==> src/rtl/ps2_frame_rx.sv <==
// PS/2 device-to-host frame receiver: pin synchronisers, clock deglitch filter,
// 11-bit frame deframer with odd parity check, inter-edge timeout and a
// one-entry scancode buffer with ready/acknowledge/overrun handshake.
module ps2_frame_rx #(
    parameter int unsigned FILT = 8,
    parameter int unsigned TOUT = 7500
) (
    input  logic       wb_clk_i,
    input  logic       wb_rst_i,
    input  logic       ps2_clk,
    input  logic       ps2_data,
    output logic [7:0] rx_data,
    output logic       rx_rdy,
    input  logic       rx_ack,
    output logic       rx_ovr,
    output logic       rx_err,
    output logic       busy
);

    localparam logic [7:0]  FILT_M1 = 8'(FILT - 1);
    localparam logic [15:0] TOUT_M1 = 16'(TOUT - 1);

    typedef enum logic [1:0] {
        IDLE,
        DATA,
        PARITY,
        STOP
    } state_t;

    logic       clk_s1, clk_s2;
    logic       dat_s1, dat_s2;
    logic [7:0] fcnt;
    logic       fclk, fclk_d;
    logic       fall;

    state_t      state, state_n;
    logic [2:0]  bitcnt, bitcnt_n;
    logic [7:0]  sh, sh_n;
    logic        pok, pok_n;
    logic [15:0] tcnt, tcnt_n;
    logic        commit;
    logic        err_n;

    // Two-flop synchronisers for both pins; reset to the idle bus level.
    always_ff @(posedge wb_clk_i) begin
        if (wb_rst_i) begin
            clk_s1 <= 1'b1;
            clk_s2 <= 1'b1;
            dat_s1 <= 1'b1;
            dat_s2 <= 1'b1;
        end else begin
            clk_s1 <= ps2_clk;
            clk_s2 <= clk_s1;
            dat_s1 <= ps2_data;
            dat_s2 <= dat_s1;
        end
    end

    // Clock filter: fclk follows the synchronised clock only after FILT
    // consecutive samples that disagree with the current filtered level.
    always_ff @(posedge wb_clk_i) begin
        if (wb_rst_i) begin
            fcnt   <= '0;
            fclk   <= 1'b1;
            fclk_d <= 1'b1;
        end else begin
            fclk_d <= fclk;
            if (clk_s2 == fclk) begin
                fcnt <= '0;
            end else if (fcnt == FILT_M1) begin
                fclk <= clk_s2;
                fcnt <= '0;
            end else begin
                fcnt <= fcnt + 8'd1;
            end
        end
    end

    assign fall = fclk_d & ~fclk;

    // Frame state, shift register, parity flag and timeout counter.
    always_ff @(posedge wb_clk_i) begin
        if (wb_rst_i) begin
            state  <= IDLE;
            bitcnt <= '0;
            sh     <= '0;
            pok    <= 1'b0;
            tcnt   <= '0;
        end else begin
            state  <= state_n;
            bitcnt <= bitcnt_n;
            sh     <= sh_n;
            pok    <= pok_n;
            tcnt   <= tcnt_n;
        end
    end

    // Next-state logic: one outcome per fall; timeout overrides when no fall.
    always_comb begin
        state_n  = state;
        bitcnt_n = bitcnt;
        sh_n     = sh;
        pok_n    = pok;
        tcnt_n   = tcnt + 16'd1;
        commit   = 1'b0;
        err_n    = 1'b0;

        unique case (state)
            IDLE: begin
                tcnt_n = '0;
                if (fall && !dat_s2) begin
                    state_n  = DATA;
                    bitcnt_n = '0;
                end
            end
            DATA: begin
                if (fall) begin
                    sh_n = {dat_s2, sh[7:1]};
                    if (bitcnt == 3'd7) begin
                        state_n = PARITY;
                    end else begin
                        bitcnt_n = bitcnt + 3'd1;
                    end
                end
            end
            PARITY: begin
                if (fall) begin
                    pok_n   = (^sh) ^ dat_s2;
                    state_n = STOP;
                end
            end
            STOP: begin
                if (fall) begin
                    if (dat_s2 && pok) begin
                        commit = 1'b1;
                    end else begin
                        err_n = 1'b1;
                    end
                    state_n = IDLE;
                end
            end
            default: state_n = IDLE;
        endcase

        if (state != IDLE) begin
            if (fall) begin
                tcnt_n = '0;
            end else if (tcnt == TOUT_M1) begin
                err_n   = 1'b1;
                state_n = IDLE;
                tcnt_n  = '0;
            end
        end
    end

    // Receive buffer: a commit wins over a same-cycle acknowledge, and in that
    // case the overrun flag lands on its acknowledged (cleared) value.
    always_ff @(posedge wb_clk_i) begin
        if (wb_rst_i) begin
            rx_data <= '0;
            rx_rdy  <= 1'b0;
            rx_ovr  <= 1'b0;
            rx_err  <= 1'b0;
        end else begin
            rx_err <= err_n;
            if (commit) begin
                rx_data <= sh;
                rx_rdy  <= 1'b1;
                if (rx_rdy && !rx_ack) begin
                    rx_ovr <= 1'b1;
                end else if (rx_ack) begin
                    rx_ovr <= 1'b0;
                end
            end else if (rx_ack) begin
                rx_rdy <= 1'b0;
                rx_ovr <= 1'b0;
            end
        end
    end

    assign busy = (state != IDLE);

endmodule

==> config.mk <==
export PLATFORM = sky130hd
export DESIGN_NAME = ps2_frame_rx
export DESIGN_NICKNAME = d
export VERILOG_FILES = /design/src/rtl/ps2_frame_rx.sv
export SDC_FILE = /design/constraint.sdc
export NUM_CORES = 1
export LEC_CHECK = 0
export CAP_MARGIN = 20
export CORE_MARGIN = 2
export CORE_UTILIZATION = 57
export DETAILED_ROUTE_END_ITERATION = 10
export GPL_TIMING_DRIVEN = 1
export PLACE_DENSITY = 0.8
export SETUP_SLACK_MARGIN = 0.15
export SLEW_MARGIN = 5
export SYNTH_ARGS = -nofsm -noshare
export SYNTH_HDL_FRONTEND = slang
export SYNTH_SLANG_ARGS = --single-unit
==> constraint.sdc <==
create_clock -name wb_clk_i -period 2.5 [get_ports wb_clk_i]
set_input_delay 0.375 -clock wb_clk_i [delete_from_list [all_inputs] [get_ports wb_clk_i]]
set_output_delay 0.375 -clock wb_clk_i [all_outputs]
set_load 0.01 [all_outputs]
# Word level (Yosys, flattened, before mapping)
# Cells that the tools add are included.
# classes
n_reduce_logical	15
eq_ne	10
mux	31
add_sub_neg	3
bitwise_logic	4
# ops
op	count
$mux W16	4
$add A16 B1 Y16 const B	1
$eq A16 B13 Y1 const B	1
$mux W2	8
$mux W1	14
$mux W3	3
$add A8 B1 Y8 const B	1
$eq A8 B3 Y1 const B	1
$pmux W2 S4	1
$reduce_xor A8 Y1	1
$ne A2 B2 Y1 const B	3
$pmux W3 S2	1
$reduce_and A2 Y1	3
$reduce_bool A2 Y1	3
$eq A2 B2 Y1 const B	2
$reduce_and A4 Y1	1
$add A3 B1 Y3 const B	1
$eq A3 B3 Y1 const B	1
$logic_and A1 B1 Y1	3
$reduce_or A3 Y1	1
$eq A2 B1 Y1 const B	1
$logic_not A1 Y1	2
$logic_not A2 Y1	1
$not A1 Y1	2
other kinds (3)	3
# word_totals
word_cells	79
ff_bits	55
out_inout_bits	12

# Depth between registers and ports, before layout
# depth
ltp_word	8
mapped_depth	6
depth_no_buf	6

# Worst setup path before layout
# Ideal clock, no wire load.
# synth_path
kind	register -> register
from	register tcnt[5]
to	register tcnt[15]
setup_slack_ns	0.714
path_stages_with_launch	6
t_required_ns	2.385
n_path_buf	1
arrival_ns	1.672
cell_sequence	dfxtp_1 or4b_1 or4_4 nand3_2 buf_6 nor2_1
# synth_via
elab_chain_cells	5
elab_cells_between_ends	6
cone_classes	add/sub: 1; eq/ne: 1; mux: 4
# synth_rtl
element	line_no	rtl
start, declared	40	logic [15:0] tcnt, tcnt_n;
start signal, assigned	94	tcnt <= tcnt_n;
$add A16 B1 Y16	104	tcnt_n = tcnt + 16'd1;
$mux W16	108	unique case (state)
$mux W16	148	end else if (tcnt == TOUT_M1) begin
$mux W16	146	if (fall) begin
$mux W16 (*)	145	if (state != IDLE) begin
# Mark *: on every way between the ends. The rest lies on a longest branch, timed or not.
# A chain may end at the register's enable or synchronous reset.

# Final worst setup path
# layout_path
from	register state[0]
to	output port busy
# layout_via
elab_chain_cells	1
# layout_rtl
element	line_no	rtl
start, declared	36	state_t state, state_n;
start signal, assigned	90	state <= state_n;
$reduce_bool A2 Y1	181	assign busy = (state != IDLE);
end, declared	17	output logic busy
# No other way between the ends.

==> results.py <==
metrics = {
    "sta": {
        "clock_skew_ns": 0.00666,
        "period_minus_slack_ns": 1.90,
        "worst_pin_slew_ns": 0.600,
        "fin_setup_tns_ns": 0,
        "slew_violations": 0,
        "hold_ws_ns": 0.422,
        "hold_viol_final": 0,
        "grt_setup_unrepaired": "false",
        "fmax_mhz": 525,
        "setup_slack_ns": 0.595,
        "timing.final.crit_share": 0.762,
        "setup_viol": 0,
        "relSlewSlack": 0.599,
    },
    "yosys": {
        "synthFlopType": "dfxtp_1",
        "synth.yosys.seq_area_share": 0.482,
        "yosysWarnings": 0,
        "synth-seq-cells": 55,
        "synth_cell_type_count": 36,
        "synthArstFlopShare": 0,
        "yosys.area.top_type_share": 0.482,
        "syn_nets": 252,
        "syn_inst": 243,
        "syn_area_mm2": 0.00228,
        "synth_edf_count": 0,
        "synthTopCellsByArea": "dfxtp_1, nor2_1, mux2i_1, xnor2_1, xor2_1",
        "yosys-top-cells-count": "dfxtp_1, nor2_1, mux2i_1",
        "synth_top_cell_by_area": "dfxtp_1",
        "synth.most_common_cell": "dfxtp_1",
        "avgSynthCellArea_um2": 9.40,
    },
    "grt": {
        "overflow": 0,
        "grt_pass1_wl_um": 6350,
        "grt_max_degree": 24,
        "grt_usage": 0.184,
        "grt_pass1_vias": 1448,
        "antenna_found_initial": 0,
    },
    "floorplan": {
        "start_util": 0.584,
        "row_count": 23,
        "pin_count": 17,
        "die-area_mm2": 0.00453,
        "core_region_area_mm2": 0.00391,
        "die_w_um": 67.3,
        "die_height_um": 67.3,
    },
    "final_layout": {
        "fin_area_mm2": 0.00260,
        "antenna_cells": 0,
        "utilization": 0.664,
        "drive_above_1_share": 0.0646,
        "fillers": 333,
        "fin_nets": 272,
        "fin_cells": 313,
        "areaGrowthSynthToFinish_pct": 13.7,
    },
    "drt": {
        "wl_met3_um": 147,
        "first_iter_violations": 48,
        "met1_length_um": 1810,
        "wl_met2_um": 1750,
        "via_count": 1632,
        "vias_per_cell": 5.21,
        "routed_wirelength_um": 3750,
        "drc": 0,
        "wl_per_cell_um": 12.0,
        "top_layer": "met4",
        "ant_nets": 0,
        "first_pass_iters": 4,
    },
    "clocking": {
        "cts_made_buffers": 5,
        "clk_path_buf_depth": 2,
        "cts_resized": 0,
        "post-cts-setup-buffers": 0,
        "hold_buffers": 0,
        "cts_root_buffer": "clkbuf_8",
        "clock_latency_ns": 0.30,
        "clk_pin_slew_worst_paths_ns": 0.09,
        "htree_levels": 2,
        "tritoncts": "yes",
        "cts_sinks": 55,
    },
    "placed_design": {
        "hpwlAfterDp_um": 2630,
        "dp_cells": 306,
        "gp_congestion": 0.743,
        "port_buffers": 16,
        "place_ws_ns": 0.636,
        "place_area_mm2": 0.00249,
    },
    "worst_setup_path": {
        "start_kind": "flip-flop",
        "slowest_delay_ns": 0.54,
        "path_class": "reg2out",
        "cpMaxStageDelayCell": "clkdlybuf4s50_1",
        "path_cells": "nor2_1 > inv_1 > clkdlybuf4s50_1",
        "critical_path_arrival_ns": 1.53,
        "timing.critical_path.buf_inv": 2,
        "cp.required_ns": 2.12,
        "critPathMaxFanout": 9,
        "crit_path_end_kind": "output pin",
        "critical-path-top-delay-family": "buffers and inverters",
    },
    "pwr": {
        "p_leak_nw": 0.861,
        "power_switching_share": 0.184,
        "clockPowerShare": 0.376,
        "ir_drop_mv": 0.309,
        "finalPower_mw": 1.45,
        "p_switching_mw": 0.266,
        "pwr-share-seq": 0.608,
        "intPower_mw": 1.18,
        "powerDensity_mw_per_mm2": 558,
        "p_comb_frac": 0.016,
    },
    "run": {
        "drv_cap": 0,
    },
    "hold_path": {
        "hold_class": "reg2reg",
    },
    "outcome": {
        "status": "completed",
    },
}
-- per-layer routing --
metal,vias to the layer above,global-route usage
li1,865,-
met4,0,0.0689
met3,4,0.0517
met2,19,0.296
met5,-,0
met1,744,0.237
-- sequential cells by signal, summed over array words and instances (netlist names), 2 cells and up --
name	cells
fcnt	8
tcnt	16
sh	8
state	2
rx_data	8
bitcnt	3
-- cells by family after synthesis --
group / count (synthesis) / share of synthesized area
flops: 55 / 0.482
buf+inv: 14 / 0.0268
xor+xnor: 27 / 0.110
compound gates: 14 / 0.0367
fa+ha+maj: 4 / 0.0219
mux: 17 / 0.0745
simple gates: 112 / 0.249
-- power by group through the flow --
stage,clock network (mW),logic (mW),registers (mW)
3_5_place_dp,0,0.0233,0.902
4_1_cts,0.564,0.0234,0.881
5_1_grt,0.593,0.0252,0.882
6_report,0.546,0.0232,0.881
2_1_floorplan,0,0.0129,0.901
3_3_place_gp,0,0.0228,0.902
-- final timing paths --
path	endpoint	cells past startpoint	slack (ns)	startpoint
setup / recovery	busy	3	0.60	state[0]
hold / removal	dat_s2	1	0.42	dat_s1
setup reg to reg	tcnt[8]	4	0.62	tcnt[5]
hold reg to reg	dat_s2	1	0.42	dat_s1
-- cell usage in the layout, fill, tap and decap left out, drive strengths merged, types with 4 or more instances in the layout --
cell           synthesis  final
ha                     4      4
nand2                 10     10
xnor2                 16     16
nor4                   6      6
xor2                  10     10
dfxtp                 55     55
clkbuf                 3      6
a21oi                  8      8
nand3                 12     12
and3                   4      4
clkdlybuf4s50          0     16
nor2                  48     48
nor3                   5      5
inv                    9      9
or2                    6      6
mux2i                 17     17
-- final cells by class --
cell class | instances | area [um2] | area share
inverters | 9 | 33.8 | 0.0130
multi-input cells | 174 | 1120 | 0.432
flip-flops and latches | 55 | 1100 | 0.424
well taps | 50 | 62.6 | 0.0241
repair buffers | 18 | 175 | 0.0674
clock inverters | 1 | 30.0 | 0.0116
clock buffers | 6 | 72.6 | 0.0279
Note: power is estimated with default switching activity, not from simulation.
